`src/rtl/spi_adc_reader.sv`:
```
// SPI master (CPOL=0, CPHA=1) that reads one 24-bit ADC conversion: waits for DRDY,
// sends a read command, waits on an external delay timer, then shifts in the result.
module spi_adc_reader #(
   parameter int unsigned CLK_DIV  = 4,
   parameter logic [7:0]  CMD_BYTE = 8'h01
) (
   input  logic        clock_i,
   input  logic        reset_i,
   input  logic        start_i,
   input  logic        drdy_n_i,
   input  logic        delay_done_i,
   output logic        delay_en_o,
   input  logic        miso_i,
   output logic        sclk_o,
   output logic        mosi_o,
   output logic        cs_n_o,
   output logic [23:0] data_o,
   output logic        data_valid_o,
   output logic        busy_o
);

   typedef enum logic [2:0] {
      IDLE,
      WAIT_DRDY,
      SEND_CMD,
      DELAY,
      READ,
      DONE
   } state_e;

   localparam logic [7:0] DIV_LAST       = 8'(CLK_DIV - 1);
   // Edge counters count SCLK half-periods: 8 pulses = 16, 24 pulses = 48.
   localparam logic [5:0] CMD_LAST_EDGE  = 6'd15;
   localparam logic [5:0] READ_LAST_EDGE = 6'd47;

   state_e      state_q, state_d;
   logic [7:0]  div_q, div_d;
   logic [5:0]  edge_q, edge_d;
   logic        sclk_q, sclk_d;
   logic        mosi_q, mosi_d;
   logic [23:0] shift_q, shift_d;
   logic [23:0] data_q, data_d;
   logic        half_done;

   assign half_done = (div_q == DIV_LAST);

   always_comb begin
      // NOTE: every next-state signal is defaulted to its register first, so no path
      // through the case statement can leave one unassigned and infer a latch.
      state_d = state_q;
      div_d   = div_q;
      edge_d  = edge_q;
      sclk_d  = sclk_q;
      mosi_d  = mosi_q;
      shift_d = shift_q;
      data_d  = data_q;

      case (state_q)
         IDLE: begin
            if (start_i) begin
               state_d = WAIT_DRDY;
            end
         end

         WAIT_DRDY: begin
            if (!drdy_n_i) begin
               state_d = SEND_CMD;
               div_d   = '0;
               edge_d  = '0;
               sclk_d  = 1'b0;
               mosi_d  = 1'b0;
            end
         end

         SEND_CMD: begin
            if (half_done) begin
               div_d  = '0;
               sclk_d = ~sclk_q;
               // CPHA=1: the command bit changes on the SCLK rising edge.
               if (!sclk_q) begin
                  mosi_d = CMD_BYTE[3'd7 - edge_q[3:1]];
               end
               if (edge_q == CMD_LAST_EDGE) begin
                  state_d = DELAY;
                  edge_d  = '0;
                  mosi_d  = 1'b0;
               end else begin
                  edge_d = edge_q + 6'd1;
               end
            end else begin
               div_d = div_q + 8'd1;
            end
         end

         DELAY: begin
            if (delay_done_i) begin
               state_d = READ;
               div_d   = '0;
               edge_d  = '0;
               sclk_d  = 1'b0;
            end
         end

         READ: begin
            if (half_done) begin
               div_d  = '0;
               sclk_d = ~sclk_q;
               if (sclk_q) begin
                  shift_d = {shift_q[22:0], miso_i};
               end
               if (edge_q == READ_LAST_EDGE) begin
                  state_d = DONE;
                  edge_d  = '0;
               end else begin
                  edge_d = edge_q + 6'd1;
               end
            end else begin
               div_d = div_q + 8'd1;
            end
         end

         DONE: begin
            data_d  = shift_q;
            state_d = IDLE;
         end

         default: begin
            state_d = IDLE;
         end
      endcase
   end

   always_ff @(posedge clock_i or posedge reset_i) begin
      if (reset_i) begin
         state_q <= IDLE;
         div_q   <= '0;
         edge_q  <= '0;
         sclk_q  <= 1'b0;
         mosi_q  <= 1'b0;
         shift_q <= '0;
         data_q  <= '0;
      end else begin
         // NOTE: non-blocking assignments so every register samples the values from
         // before this edge, independent of statement order.
         state_q <= state_d;
         div_q   <= div_d;
         edge_q  <= edge_d;
         sclk_q  <= sclk_d;
         mosi_q  <= mosi_d;
         shift_q <= shift_d;
         data_q  <= data_d;
      end
   end

   // During DONE the freshly assembled word is shown alongside the strobe; data_q
   // captures it at the end of DONE and holds it until the next result.
   assign data_o       = (state_q == DONE) ? shift_q : data_q;
   assign data_valid_o = (state_q == DONE);
   assign busy_o       = (state_q != IDLE);
   assign delay_en_o   = (state_q == DELAY);
   assign cs_n_o       = !((state_q == SEND_CMD) || (state_q == DELAY) || (state_q == READ));
   assign sclk_o       = sclk_q;
   assign mosi_o       = mosi_q;

endmodule

```
`config.mk`:
```
export PLATFORM = sky130hd
export DESIGN_NAME = spi_adc_reader
export DESIGN_NICKNAME = d
export VERILOG_FILES = /design/src/rtl/spi_adc_reader.sv
export SDC_FILE = /design/constraint.sdc
export NUM_CORES = 1
export LEC_CHECK = 0
export BUFFER_PORTS_ARGS = -buffer_cell sky130_fd_sc_hd__buf_2
export CELL_PAD_IN_SITES_DETAIL_PLACEMENT = 1
export CELL_PAD_IN_SITES_GLOBAL_PLACEMENT = 1
export CORE_MARGIN = 5
export CORE_UTILIZATION = 42
export DETAILED_ROUTE_END_ITERATION = 10
export PLACE_DENSITY_LB_ADDON = 0.1
export SYNTH_ARGS = -nofsm -noshare
export SYNTH_HDL_FRONTEND = slang
export SYNTH_SLANG_ARGS = --single-unit
```
`constraint.sdc`:
```
create_clock -name clock_i -period 2.3 [get_ports clock_i]
set_clock_uncertainty 0.1 [all_clocks]
set_input_delay 0.69 -clock clock_i [delete_from_list [all_inputs] [get_ports clock_i]]
set_output_delay 0.69 -clock clock_i [all_outputs]
set_load 0.1 [all_outputs]
```
# Yosys cells after proc, flatten, opt, wreduce, memory -nomap -nowiden
# Memories as Yosys holds them, arrays and structs flattened.
# Cells that the tools add are included.
# word_totals
reg_bits	67
latch_bits	0
mem_bits_rw	0
rom_bits	8
in_bits	6
output_inout_bits	30
wordCells	74
memories	1
# op_classes
add_sub_neg	3
mul	0
div	0
n_lt_le_gt_ge	1
eq_ne	17
shifts	0
mux	29
bitwise_logic	1
reduce_logical	15
# memory_table
memory	depth	word_bits	rd	rd_ports_with_merged_regs	write_ports	line_no	text
(no name shown)	8	1	1	0	0	81	mosi_d = CMD_BYTE[3'd7 - edge_q[3:1]];
# ops
operator	count
two-way mux 6 bit	6
two-way mux 24 bit	1
two-way mux 8 bit	3
one-hot mux 6 bit (4 select lines)	1
one-hot mux 8 bit (3 select lines)	1
two-way mux 3 bit	7
one-hot mux 3 bit (5 select lines)	1
!= test 2 bit (second input constant)	7
adder 8 x 1 -> 8 bit (second input constant)	1
equality test 8 x 2 -> 1 bit (second input constant)	1
AND reduction 4 bit	2
two-way mux 1 bit	7
AND reduction 7 bit	1
adder 6 x 1 -> 6 bit (second input constant)	1
equality test 3 x 2 -> 1 bit (second input constant)	2
equality test 3 bit (second input constant)	2
equality test 6 x 4 -> 1 bit (second input constant)	1
equality test 6 bit (second input constant)	1
AND reduction 3 bit	2
nonzero test 3 bit	2
AND reduction 5 bit	1
< comparator 3 x 4 -> 1 bit (second input constant)	1
nonzero test 4 bit	1
equality test 3 x 1 -> 1 bit (second input constant)	1
11 further kinds	12

# Longest topological paths before layout
# logic_depth
depth_word	7
mapped_depth	7
mapped_depth_nobuf	5

# Worst setup path before layout
# OpenSTA, ideal clock, no wires.
# synth_path
path_kind	flip-flop to output port
from	reg state_q[2]
to	out cs_n_o
t_arrival_ps	2990
required_time_ps	1510
path_slack_ps	-1480
path_stages_with_launch	5
path_buffers	1
path_cell_list	dfrtp_1 > buf_2 > nand2b_1 > nor2_1 > nor2_1
# synth_between
elab_chain_len	4
word_cells_on_any_way	6
classes_between	eq/ne: 3; reduce/logical: 3
# synth_rtl
element	line_no	text
start: declaration	36	state_e state_q, state_d;
start signal: assignment	145	state_q <= state_d;
equality test 3 x 2 -> 1 bit	-	
via delay_en_o	12	output logic delay_en_o,
logical OR 1 bit (2 in a row)	161	assign cs_n_o = !((state_q == SEND_CMD) || (state_q == DELAY) || (state_q == READ));
logical NOT 1 bit	161	
end: declaration	16	output logic cs_n_o,
# The timed path passes the listed nets, and every way through them passes these cells.

# Worst setup path in the final report
# layout_path
from	reg state_q[1]
to	out data_o[19]
# layout_between
elab_chain_len	2
# layout_rtl
element	line_no	text
equality test 3 bit	157	assign data_o = (state_q == DONE) ? shift_q : data_q;
two-way mux 24 bit	-	
end: declaration	17	output logic [23:0] data_o,
# No other way between the ends.

==> impl_metrics.ini <==
[critical_path]
path_delay_family = buffers and inverters
worstSetupEndpoint = data_o[19]
critPathMaxFanout = 13
crit_arrival_ns = 1.65
r2r_end = div_q[7]
startpoint_type = flop
crit_path_max_incr_delay_ns = 0.40
crit_path_cell_trace = inv_2, nand3_4, buf_12, mux2_4, buf_12
r2r_slack_ns = 0.04
crit_buf_inv = 3
cp.depth = 5
crit-reg2reg-launch = state_q[2]
cp-end-kind = primary output
r2r_cells = 6
worst_ep_required_time_ns = 1.51
critPathSlowestCell = dfrtp_1
critPathKind = reg -> out
critical_path.startpoint = state_q[1]
path_common_cell = buf_12

[floorplan]
initial_core_util = 0.431
die_w_um = 93.2
core_um2 = 6760
rows = 30
io_pins = 36
die_y_um = 93.2
dieArea_um2 = 8690

[clock_tree]
cts_buffers = 9
clock_sinks = 67
cts_buffer_depth = 2
htree_num_levels = 3
clkLatencyLatePin_ns = 0.34
clk_pin_slew_worst_paths_ns = 0.08
cts_root_buf = clkbuf_8
cts_tree = done

[drt]
wirelength_mm = 7.23
drc_errors = 0
vias_per_cell = 5.64
drtIter0Drc = 79
drtPass1Iterations = 4
vias = 2120
wl_per_cell_um = 19.2
ant_nets = 0

[cells_and_area]
fillers = 632
drive_gt1_frac = 0.514
multi_input_area_um2 = 1350
antenna_cells = 0
finalNetCount = 299
register_area_um2 = 1680
syn2layout_area_growth_pct = 46.2

[synth]
synth-simple-area-share = 0.0998
yosysMostFrequentCell = dfrtp_1
syn_area_um2 = 2910
avgSynthCellArea_um2 = 12.9
seq_area_frac_synth = 0.576
synth_ff_type = dfrtp_1
syn_nets = 234
yosysWarningCount = 0
synth_top_family_by_area = multiplexers
async_flop_share = 1.00
yosysUniqueCellTypes = 41
synthTopCellsByArea = dfrtp_1 (58%), mux2_2 (19%), nand3_1 (1.9%)
synthTopCellsByCount = dfrtp_1 (67), mux2_2 (48), nand3_1 (11)
synthXorXnorAreaFrac = 0.00602
synth_fa_ha_area_frac = 0.00860
synth_mux_area_frac = 0.186
synth.largest_area_cell = dfrtp_1
syn_inst = 226
ys_ff_latch = 67
yosysTopAreaCellShare = 0.576
synth-edff-count = 0
synth_compound_area_frac = 0.0972

[job]
drv_cap = 0

[sta]
setup_tns_ns = -3.43
worst_slew_pin_slew_ns = 0.562
hold_violations = 0
setup_slack_ns = -0.144
relSlewSlack = 0.623
fin_crit_sh = 1.06
period_needed_ns = 2.44
max_freq_mhz = 409
final_max_slew_viol_count = 0
rsz0062_at_grt = yes
setup_viol = 27

[place]
dpl_worst_slack_ns = -0.108
io_buffers = 35
dp.final_hpwl_mm = 4.37
gp_congestion = 0.776

[grt]
grt_pass1_wl_mm = 11.9
grt_usage = 0.176
antenna_found_initial = 0
grt_pass1_vias = 2282
grt_max_degree = 68
overflow = 0

[run_status]
violations = negative setup slack
status = complete, but fails checks

[pwr]
p_per_area_nw_per_um2 = 1070
peakVddDrop_uv = 1100
cellLeakagePower_nw = 2.01

[min_path]
worstHoldPathType = in -> async
==> how the worst min path moves through the flow <==
stage,endpoint,cells after the start,start
2_1_floorplan,shift_q[23],1,shift_q[23]
3_3_place_gp,shift_q[23],1,shift_q[23]
3_5_place_dp,data_q[13],1,data_q[13]
4_1_cts,data_q[17],3,reset_i
5_1_grt,data_q[17],3,reset_i
6_report,data_q[17],3,reset_i
==> worst register-to-register path, stage by stage, from the launching register on <==
cell     delay (ns)
dfrtp_1        0.42
buf_4          0.16
buf_6          0.14
or4b_4         0.55
o211a_4        0.19
or4_4          0.51
a21oi_2        0.14
==> stage by stage <==
stage,util,instance area (um^2),hold slack [ns],power [mW],instances
4_1_cts,0.619,4180,0.337,4.47,372
2_1_floorplan,-,3020,0.375,2.50,226
6_report,0.629,4250,0.324,4.57,376
3_3_place_gp,0.561,3790,0.392,3.05,347
5_1_grt,0.629,4250,0.345,4.79,376
3_5_place_dp,0.561,3790,0.400,3.07,347
==> cell type report <==
class / count / area share
multi-input cells: 144 / 0.318
repair buffers: 63 / 0.204
well taps: 80 / 0.0235
flip-flops and latches: 67 / 0.394
inverters: 6 / 0.00706
clock buffers: 10 / 0.0324
clock inverters: 6 / 0.0209
==> what timing repair did <==
| item | 4_1_cts | 5_1_grt |
|---|---|---|
| setup buffers | 9 | 3 |
| pin swaps | 3 | 6 |
| setup endpoints to repair | 28 | 33 |
| hold buffers | 0 | 0 |
| cloned | 1 | 1 |
| resized for setup | 18 | 10 |
==> cell families after synthesis <==
logic type | Yosys count
muxes | 48
buffers and inverters | 16
DFF | 67
xor gates and xnor gates | 2
adders and majority gates | 2
and+or+nand+nor | 49
AOI/OAI and AO/OA | 42
==> power breakdown <==
part           internal (mW)  leakage (nW)  switching, mW
logic                  0.854         0.975           1.25
registers               1.27         0.925         0.0989
clock network          0.640         0.108          0.465
total                   2.76          2.01           1.81
==> placed cells by master (no fill, tap or decap), types with 5 or more instances in the layout <==
| cell type | Yosys | final |
|---|---|---|
| a21oi_1 | 9 | 5 |
| a21oi_2 | 1 | 5 |
| buf_12 | 0 | 30 |
| buf_2 | 4 | 7 |
| buf_4 | 1 | 21 |
| clkbuf_8 | 0 | 10 |
| dfrtp_1 | 67 | 67 |
| mux2_2 | 48 | 29 |
| mux2_4 | 0 | 19 |
| nand2_1 | 5 | 5 |
| nand3_1 | 11 | 10 |
| nand4_1 | 5 | 5 |
| o21ai_0 | 10 | 9 |
| o31ai_1 | 7 | 7 |
==> registers in the layout, summed over array words and instances, names as in the netlist <==
signal	flops
state_q	3
mosi_o	1
shift_q	24
div_q	8
data_q	24
edge_q	6
sclk_o	1
==> per-layer routing <==
metal  wire (um)  up-vias  GRT usage
met5           0        -          0
met3         229        6     0.0418
li1            -      970          -
met1        3170     1101      0.225
met2        3760       43      0.289
met4          78        0     0.0659
Note: power is estimated with default switching activity, not from simulation.
